[src/rtl/mult_seq_ctrl.sv]
// Sequential unsigned multiplier: repeated addition over an accumulate datapath
// (accumulator register, feedback adder, zero/multiplicand mux) with a start/done handshake.
// Optional build macro MULT_SATURATE_EN: clamp the accumulator to all ones after a carry-out.
module mult_seq_ctrl #(
    parameter int unsigned WIDTH     = 4,
    parameter int unsigned CNT_WIDTH = 4
) (
    input  logic                 clk,
    input  logic                 rst,
    input  logic                 start,
    input  logic [WIDTH-1:0]     multiplicando,
    input  logic [CNT_WIDTH-1:0] multiplicador,
    output logic                 busy,
    output logic                 done,
    output logic [WIDTH-1:0]     resultado,
    output logic                 overflow,
    output logic                 sel_mux,
    output logic                 enable
);

    localparam int unsigned SUM_W = WIDTH + 1;

    typedef enum logic [1:0] {
        S_IDLE  = 2'd0,
        S_CLEAR = 2'd1,
        S_ADD   = 2'd2,
        S_DONE  = 2'd3
    } state_t;

    state_t               state_q, state_d;
    logic                 busy_q, busy_d;
    logic                 done_q, done_d;
    logic [WIDTH-1:0]     mcand_q;
    logic [CNT_WIDTH-1:0] mplier_q;
    logic [CNT_WIDTH-1:0] cnt_q;

    logic [WIDTH-1:0]     acc_q, acc_d;
    logic                 ovf_q, ovf_d;
    logic [WIDTH-1:0]     mux_out;
    logic [WIDTH-1:0]     fb_out;
    logic [SUM_W-1:0]     sum_full;
    logic [WIDTH-1:0]     sum;
    logic                 cout;

    // State register
    always_ff @(posedge clk or posedge rst) begin
        if (rst) begin
            state_q <= S_IDLE;
            busy_q  <= 1'b0;
            done_q  <= 1'b0;
        end else begin
            state_q <= state_d;
            busy_q  <= busy_d;
            done_q  <= done_d;
        end
    end

    // Next state, datapath strobes and the next values of the registered handshake flags
    always_comb begin
        state_d = state_q;
        sel_mux = 1'b0;
        enable  = 1'b0;
        busy_d  = 1'b0;
        done_d  = 1'b0;
        case (state_q)
            S_IDLE: begin
                if (start) begin
                    state_d = S_CLEAR;
                end
            end
            S_CLEAR: begin
                enable  = 1'b1;
                state_d = (mplier_q == '0) ? S_DONE : S_ADD;
            end
            S_ADD: begin
                sel_mux = 1'b1;
                enable  = 1'b1;
                if (cnt_q == CNT_WIDTH'(1)) begin
                    state_d = S_DONE;
                end
            end
            S_DONE: begin
                state_d = S_IDLE;
            end
            default: begin
                state_d = S_IDLE;
            end
        endcase
        busy_d = (state_d == S_CLEAR) || (state_d == S_ADD);
        done_d = (state_d == S_DONE);
    end

    // Operand capture on acceptance; iteration counter loaded in CLEAR, counted down in ADD
    always_ff @(posedge clk or posedge rst) begin
        if (rst) begin
            mcand_q  <= '0;
            mplier_q <= '0;
            cnt_q    <= '0;
        end else begin
            case (state_q)
                S_IDLE: begin
                    if (start) begin
                        mcand_q  <= multiplicando;
                        mplier_q <= multiplicador;
                    end
                end
                S_CLEAR: cnt_q <= mplier_q;
                S_ADD:   cnt_q <= cnt_q - CNT_WIDTH'(1);
                default: cnt_q <= cnt_q;
            endcase
        end
    end

    // Zero/multiplicand mux; the feedback path is gated too so CLEAR loads a true zero
    assign mux_out = sel_mux ? mcand_q : '0;
    assign fb_out  = sel_mux ? acc_q : '0;

    // Feedback adder with carry-out
    assign sum_full = SUM_W'(fb_out) + SUM_W'(mux_out);
    assign sum      = sum_full[WIDTH-1:0];
    assign cout     = sum_full[WIDTH];

`ifdef MULT_SATURATE_EN
    assign acc_d = (sel_mux && (ovf_q || cout)) ? '1 : sum;
`else
    assign acc_d = sum;
`endif

    // Sticky overflow: cleared in CLEAR (sel_mux=0), accumulates carries in ADD
    assign ovf_d = sel_mux & (ovf_q | cout);

    // Accumulator and overflow registers
    always_ff @(posedge clk or posedge rst) begin
        if (rst) begin
            acc_q <= '0;
            ovf_q <= 1'b0;
        end else if (enable) begin
            acc_q <= acc_d;
            ovf_q <= ovf_d;
        end
    end

    assign busy      = busy_q;
    assign done      = done_q;
    assign resultado = acc_q;
    assign overflow  = ovf_q;

endmodule

[config.mk]
export PLATFORM = sky130hd
export DESIGN_NAME = mult_seq_ctrl
export DESIGN_NICKNAME = d
export VERILOG_FILES = /design/src/rtl/mult_seq_ctrl.sv
export SDC_FILE = /design/constraint.sdc
export NUM_CORES = 1
export LEC_CHECK = 0
export CORE_MARGIN = 5
export CORE_UTILIZATION = 35
export CTS_CLUSTER_SIZE = 16
export DETAILED_ROUTE_END_ITERATION = 7
export GPL_TIMING_DRIVEN = 0
export PLACE_DENSITY = 0.67
export SYNTH_ARGS = -nofsm -noshare
export SYNTH_HDL_FRONTEND = slang
export SYNTH_SLANG_ARGS = --single-unit
[constraint.sdc]
create_clock -name clk -period 7.3 [get_ports clk]
set_clock_uncertainty 0.1 [all_clocks]
set_input_delay 1.46 -clock clk [delete_from_list [all_inputs] [get_ports clk]]
set_output_delay 1.46 -clock clk [all_outputs]
set_load 0.02 [all_outputs]
==> results.tsv, run 1 <==
metric	value	unit
total gr overflow	0	
Die H	66.79	microns
Routability Congestion	0.7736	
number of antenna-violating nets in the routed design	0	
Top Ports	20	
DP Cell Count	165	
Vias	791	
fraction of layout cells with a size suffix above 1	12.80	%
WL/cell	12.54	microns
First-pass DRT Iterations	4	
Die Span X	66.79	microns
NetSw	250.6	uW
Mapped Nets	125	
maxcap violations	0	
kind of end point of the critical path	output port	
Tightest Pin Transition	813.4	ps
Via density	4.680	
Hold Path Class	reg2reg	
Worst EP arrival	1760	ps
syn_area_per_cell	11.06	sq um
flop-to-flop setup slack	4610	ps
max_slew headroom	45.71	%
maximum vdd drop	0.0002255	V
Longest Clk Path Bufs	2	
cts bufs inserted	3	
antenna violations before repair	0	
most common cell after layout, fill and taps aside	dfrtp_1	
crit-path max FO	4	
Layout area overhead	24.06	%
diodes inserted	0	
Clk pwr share	9.0	%
YS warnings	0	
crit path kind	reg2out	
crit start category	register	
hold_buf cts	0	
fin nets	149	
clock latency on the worst-skew pair	300	ps
total track usage	12.20	%
final slew viol count	0	
Final min period	3316	ps
Setup Viol. Count Final	0	
global-route wire length before repair	4167	microns
die area	4460	sq um
# port buffers	19	
CTS Sinks	21	
Required @ worst endpoint	5740	ps
placed inst area	1374	sq um
setup_tns	0	ps
CTS tree	done	
final WL	2119	microns
Cells after Synth	102	
Core ar.	3078	sq um
RSZ-0062 raised after global routing	no	
htree depth	1	
post-CTS resize count	0	
P_leak	0.6257	nW
largest net degree at the start of global routing	22	
register area share after synthesis	46.56	%
#FFs+latches synth	21	
fmax	301.6	MHz
fin cells	169	
power per cell area	442.2	nW/um^2
Post-Syn Area	1129	sq um
row count	20	
final hold vios	0	
Clk pin slew, worst setup/hold paths	120	ps
synth unique cells	30	
status	finished clean	
period utilization	45.43	%
drt first-iter violations	16	
Seq pwr share	33.7	%
combinational power share	57.3	%
CTS Root Cell	clkbuf_4	
vias in the first global route	909	
Starting Density	36.67	%
fill count	299	
commonest non-fill, non-tap cells in the layout	dfrtp_1 (21), clkdlybuf4s50_1 (19), ha_1 (11)	
Internal Pwr Total	368.5	uW
switch share	40.48	%
setup repair bufs after CTS	0	
DRC	0	
Finished Cell Area	1400	sq um
dpl hpwl	1622	microns
-- cell usage after synthesis (all sizes together) --
cell | instances | share of area, %
nand3b | 1 | 0.67
a21oi | 4 | 1.8
nand2 | 8 | 2.7
nor2 | 2 | 0.67
o22ai | 1 | 0.55
clkbuf | 1 | 0.33
dfrtp | 21 | 47
a21boi | 1 | 0.67
or3 | 1 | 0.55
o311ai | 1 | 0.78
o311a | 1 | 0.89
a21o | 1 | 0.67
xnor2 | 1 | 0.78
nand4b | 1 | 0.78
o211ai | 3 | 2.0
fa | 1 | 1.8
buf | 3 | 1.6
inv | 8 | 2.7
mux2i | 1 | 0.89
mux2 | 10 | 10
and2 | 6 | 3.3
nand2b | 2 | 1.1
nand3 | 1 | 0.44
nor3 | 1 | 0.44
nor2b | 1 | 0.55
o21ai | 6 | 2.7
a2bb2oi | 1 | 0.78
nor3b | 2 | 1.3
ha | 11 | 12
-- kinds of logic (layout without fill, tap and decap cells) --
kind of cell	count (synthesis)	after routing	synth area share (%)
compound gates	19	19	10.76
xor+xnor	1	1	0.7762
fa+ha+maj	12	12	13.97
buf+inv	12	35	4.546
flops	21	21	46.56
mux	11	11	10.86
simple gates	26	26	12.53
-- worst paths after layout --
| path | startpoint | endpoint | cells past startpoint |
|---|---|---|---|
| max in group asynchronous | rst | cnt_q[0] | 2 |
| max reg2reg | state_q[0] | resultado[2] | 10 |
| max | state_q[0] | enable | 3 |
| min reg2reg | mcand_q[2] | mcand_q[2] | 1 |
| min in group asynchronous | rst | resultado[2] | 2 |
| min | mcand_q[2] | mcand_q[2] | 1 |
-- critical path: stages, from the launching register on --
cell,delay [ps]
dfrtp_1,400
inv_1,90
ha_1,340
clkdlybuf4s50_1,620
-- metal layers --
metal  GRT usage, %  share of wire [%]  vias to the layer above
met1          15.44                 48                      377
met2          20.42                 49                       11
met5              0                  0                        -
li1               -                  -                      401
met3          2.361                2.8                        2
met4          4.569               0.47                        0
-- final cells by class --
cell class	count	area [sq um]	share of cell area (%)
flip-flops and latches	21	525.5	37.53
multi-input cells	69	551.8	39.41
inverters	8	30.03	2.145
repair buffers	19	190.2	13.58
well taps	44	55.05	3.932
plain buffers	4	21.27	1.519
clock buffers	4	26.28	1.877
-- sequential cells by signal, indices dropped and copies added (netlist names) --
register	flops
mcand_q	4
overflow	1
state_q	2
busy	1
cnt_q	4
mplier_q	4
done	1
resultado	4
-- power by group through the flow --
stage          logic, mW  registers [mW]  clock network, mW
6_report           0.355           0.208             0.0560
4_1_cts            0.360           0.209             0.0588
5_1_grt            0.408           0.217             0.0636
2_1_floorplan      0.239           0.220                  0
3_5_place_dp       0.358           0.212                  0
3_3_place_gp       0.343           0.210                  0
-- through the flow --
step                power (mW)  util [%]  hold slack, ps  setup slack (ps)
floorplan               0.4589         -           370.6              4778
global placement        0.5526     44.63           383.8              4331
detailed placement      0.5700     44.63           388.3              4305
CTS                     0.6278     45.49           415.8              3951
global route            0.6887     45.49           440.1              3892
finish                  0.6192     45.49           412.1              3984
(Power assumes the default switching activity.)
==> run 2: changes to the inputs <==
==> constraint.sdc (replaced) <==
create_clock -name clk -period 3.4 [get_ports clk]
set_clock_uncertainty 0.1 [all_clocks]
set_input_delay 0.68 -clock clk [delete_from_list [all_inputs] [get_ports clk]]
set_output_delay 0.68 -clock clk [all_outputs]
set_load 0.02 [all_outputs]
==> results of run 2 <==
The final DEF is identical to that of run 1. Status: finished clean.
Main changes from that run: setup slack after placement 4305 ps -> 698.0 ps; setup slack after layout 3984 ps -> 714.3 ps; end point of the critical path enable -> resultado[2]; register-to-register setup slack 4610 ps -> 710 ps; total power 0.6192 mW -> 1.329 mW; worst IR drop on VDD 0.0002255 V -> 0.0004842 V
==> run 3: changes to the inputs <==
--- a/config.mk
+++ b/config.mk
@@ -10,7 +10,7 @@
 export CTS_CLUSTER_SIZE = 16
 export DETAILED_ROUTE_END_ITERATION = 7
 export GPL_TIMING_DRIVEN = 0
-export PLACE_DENSITY = 0.67
+export PLACE_DENSITY = 0.69
 export SYNTH_ARGS = -nofsm -noshare
 export SYNTH_HDL_FRONTEND = slang
 export SYNTH_SLANG_ARGS = --single-unit
==> constraint.sdc (replaced) <==
create_clock -name clk -period 2.3 [get_ports clk]
set_clock_uncertainty 0.1 [all_clocks]
set_input_delay 0.46 -clock clk [delete_from_list [all_inputs] [get_ports clk]]
set_output_delay 0.46 -clock clk [all_outputs]
set_load 0.02 [all_outputs]
==> results.tsv, run 3 (same netlist as run 1, synthesis figures left out) <==
metric	value	unit
Clk pin slew, worst setup/hold paths	130	ps
Hold Path Class	reg2reg	
most common cell after layout, fill and taps aside	dfrtp_1	
Via density	4.763	
Required @ worst endpoint	2410	ps
switch share	40.56	%
PnR worst setup slack	116.9	ps
fmax	458.1	MHz
global-route wire length before repair	3995	microns
maximum vdd drop	0.0008169	V
fill count	289	
Finished Cell Area	1424	sq um
combinational power share	57.7	%
CTS Sinks	21	
final WL	2114	microns
largest net degree at the start of global routing	22	
antenna violations before repair	0	
power per cell area	1403	nW/um^2
dpl hpwl	1605	microns
fraction of layout cells with a size suffix above 1	16.00	%
DP Cell Count	165	
commonest non-fill, non-tap cells in the layout	dfrtp_1 (21), clkdlybuf4s50_1 (18), mux2_2 (10), ha_1 (10), nand2_1 (8)	
Die H	66.79	microns
Internal Pwr Total	1.188	mW
Longest Clk Path Bufs	2	
status	finished clean	
final hold vios	0	
CTS Root Cell	clkbuf_4	
cts bufs inserted	3	
maxcap violations	0	
crit path kind	reg2reg	
Tightest Pin Transition	806.2	ps
WL/cell	12.51	microns
htree depth	1	
number of antenna-violating nets in the routed design	0	
NetSw	810.5	uW
Starting Density	36.67	%
hold_buf cts	0	
crit-path max FO	19	
Layout area overhead	26.16	%
# port buffers	19	
Place WS	-115.6	ps
clock latency on the worst-skew pair	300	ps
fin util	46.26	%
kind of end point of the critical path	register	
die area	4460	sq um
Die Span X	66.79	microns
CTS tree	done	
Seq pwr share	33.4	%
fin cells	169	
multi-input logic area	564.3	sq um
fin nets	149	
Routability Congestion	0.7531	
Storage cell area	525.5	sq um
max_slew headroom	46.20	%
placed inst area	1388	sq um
total gr overflow	0	
Worst EP arrival	2290	ps
vias in the first global route	889	
Final min period	2183	ps
First-pass DRT Iterations	3	
final slew viol count	0	
Core ar.	3078	sq um
drt first-iter violations	3	
P_leak	0.6360	nW
Setup Viol. Count Final	0	
Vias	805	
DRC	0	
total track usage	11.63	%
period utilization	94.92	%
row count	20	
RSZ-0062 raised after global routing	no	
Clk pwr share	9.0	%
Top Ports	20	
crit start category	register	
diodes inserted	0	
==> run 3: per-layer routing <==
metal	global-route usage, %	routed length, microns
met1	14.48	956
met2	19.80	1076
met3	2.024	69
met4	4.569	10
met5	0	0
==> run 3: power by group through the flow <==
stage	Combinational (mW)	Clock [mW]	Sequential, mW
floorplan	0.778	0	0.703
global placement	1.10	0	0.671
detailed placement	1.15	0	0.679
CTS	1.13	0.187	0.671
global route	1.31	0.207	0.693
finish	1.15	0.180	0.667
==> run 3: cell type report <==
cell class / instances / share of cell area, %
Buffer: 3 / 1.757
Multi-Input combinational cell: 69 / 39.63
Timing Repair Buffer: 20 / 13.80
Tap cell: 44 / 3.866
Sequential cell: 21 / 36.91
Clock inverter: 1 / 0.3515
Inverter: 8 / 2.109
Clock buffer: 3 / 1.582
==> run 3: worst paths after layout <==
| check | slack [ps] | depth (start not counted) | from | endpoint |
|---|---|---|---|---|
| min reg2reg | 420 | 1 | mcand_q[2] | mcand_q[2] |
| max reg2reg | 120 | 9 | state_q[0] | resultado[2] |
| max | 120 | 9 | state_q[0] | resultado[2] |
| max in group asynchronous | 1100 | 2 | rst | mplier_q[1] |
| min in group asynchronous | 500 | 2 | rst | resultado[0] |
| min | 420 | 1 | mcand_q[2] | mcand_q[2] |
==> run 3: critical path: stages, from the launching register on <==
cell and delay, ps:
dfrtp_1 420, inv_2 100, ha_4 160, buf_8 150
and2_1 140, ha_1 160, inv_1 50, fa_1 400
xnor2_1 140, mux2_2 260
==> run 3: repair_timing <==
action	CTS	global route
setup endpoints to repair	3	2
resized for setup	1	2
setup buffers	0	1
==> run 3: metrics by stage <==
step	TNS, ps	total power, mW	hold WS [ps]
finish	0	1.998	418.4
global route	0	2.211	443.6
CTS	0	1.991	418.6
detailed placement	-121.3	1.824	389.7
global placement	-87.98	1.773	382.7
floorplan	0	1.481	336.5
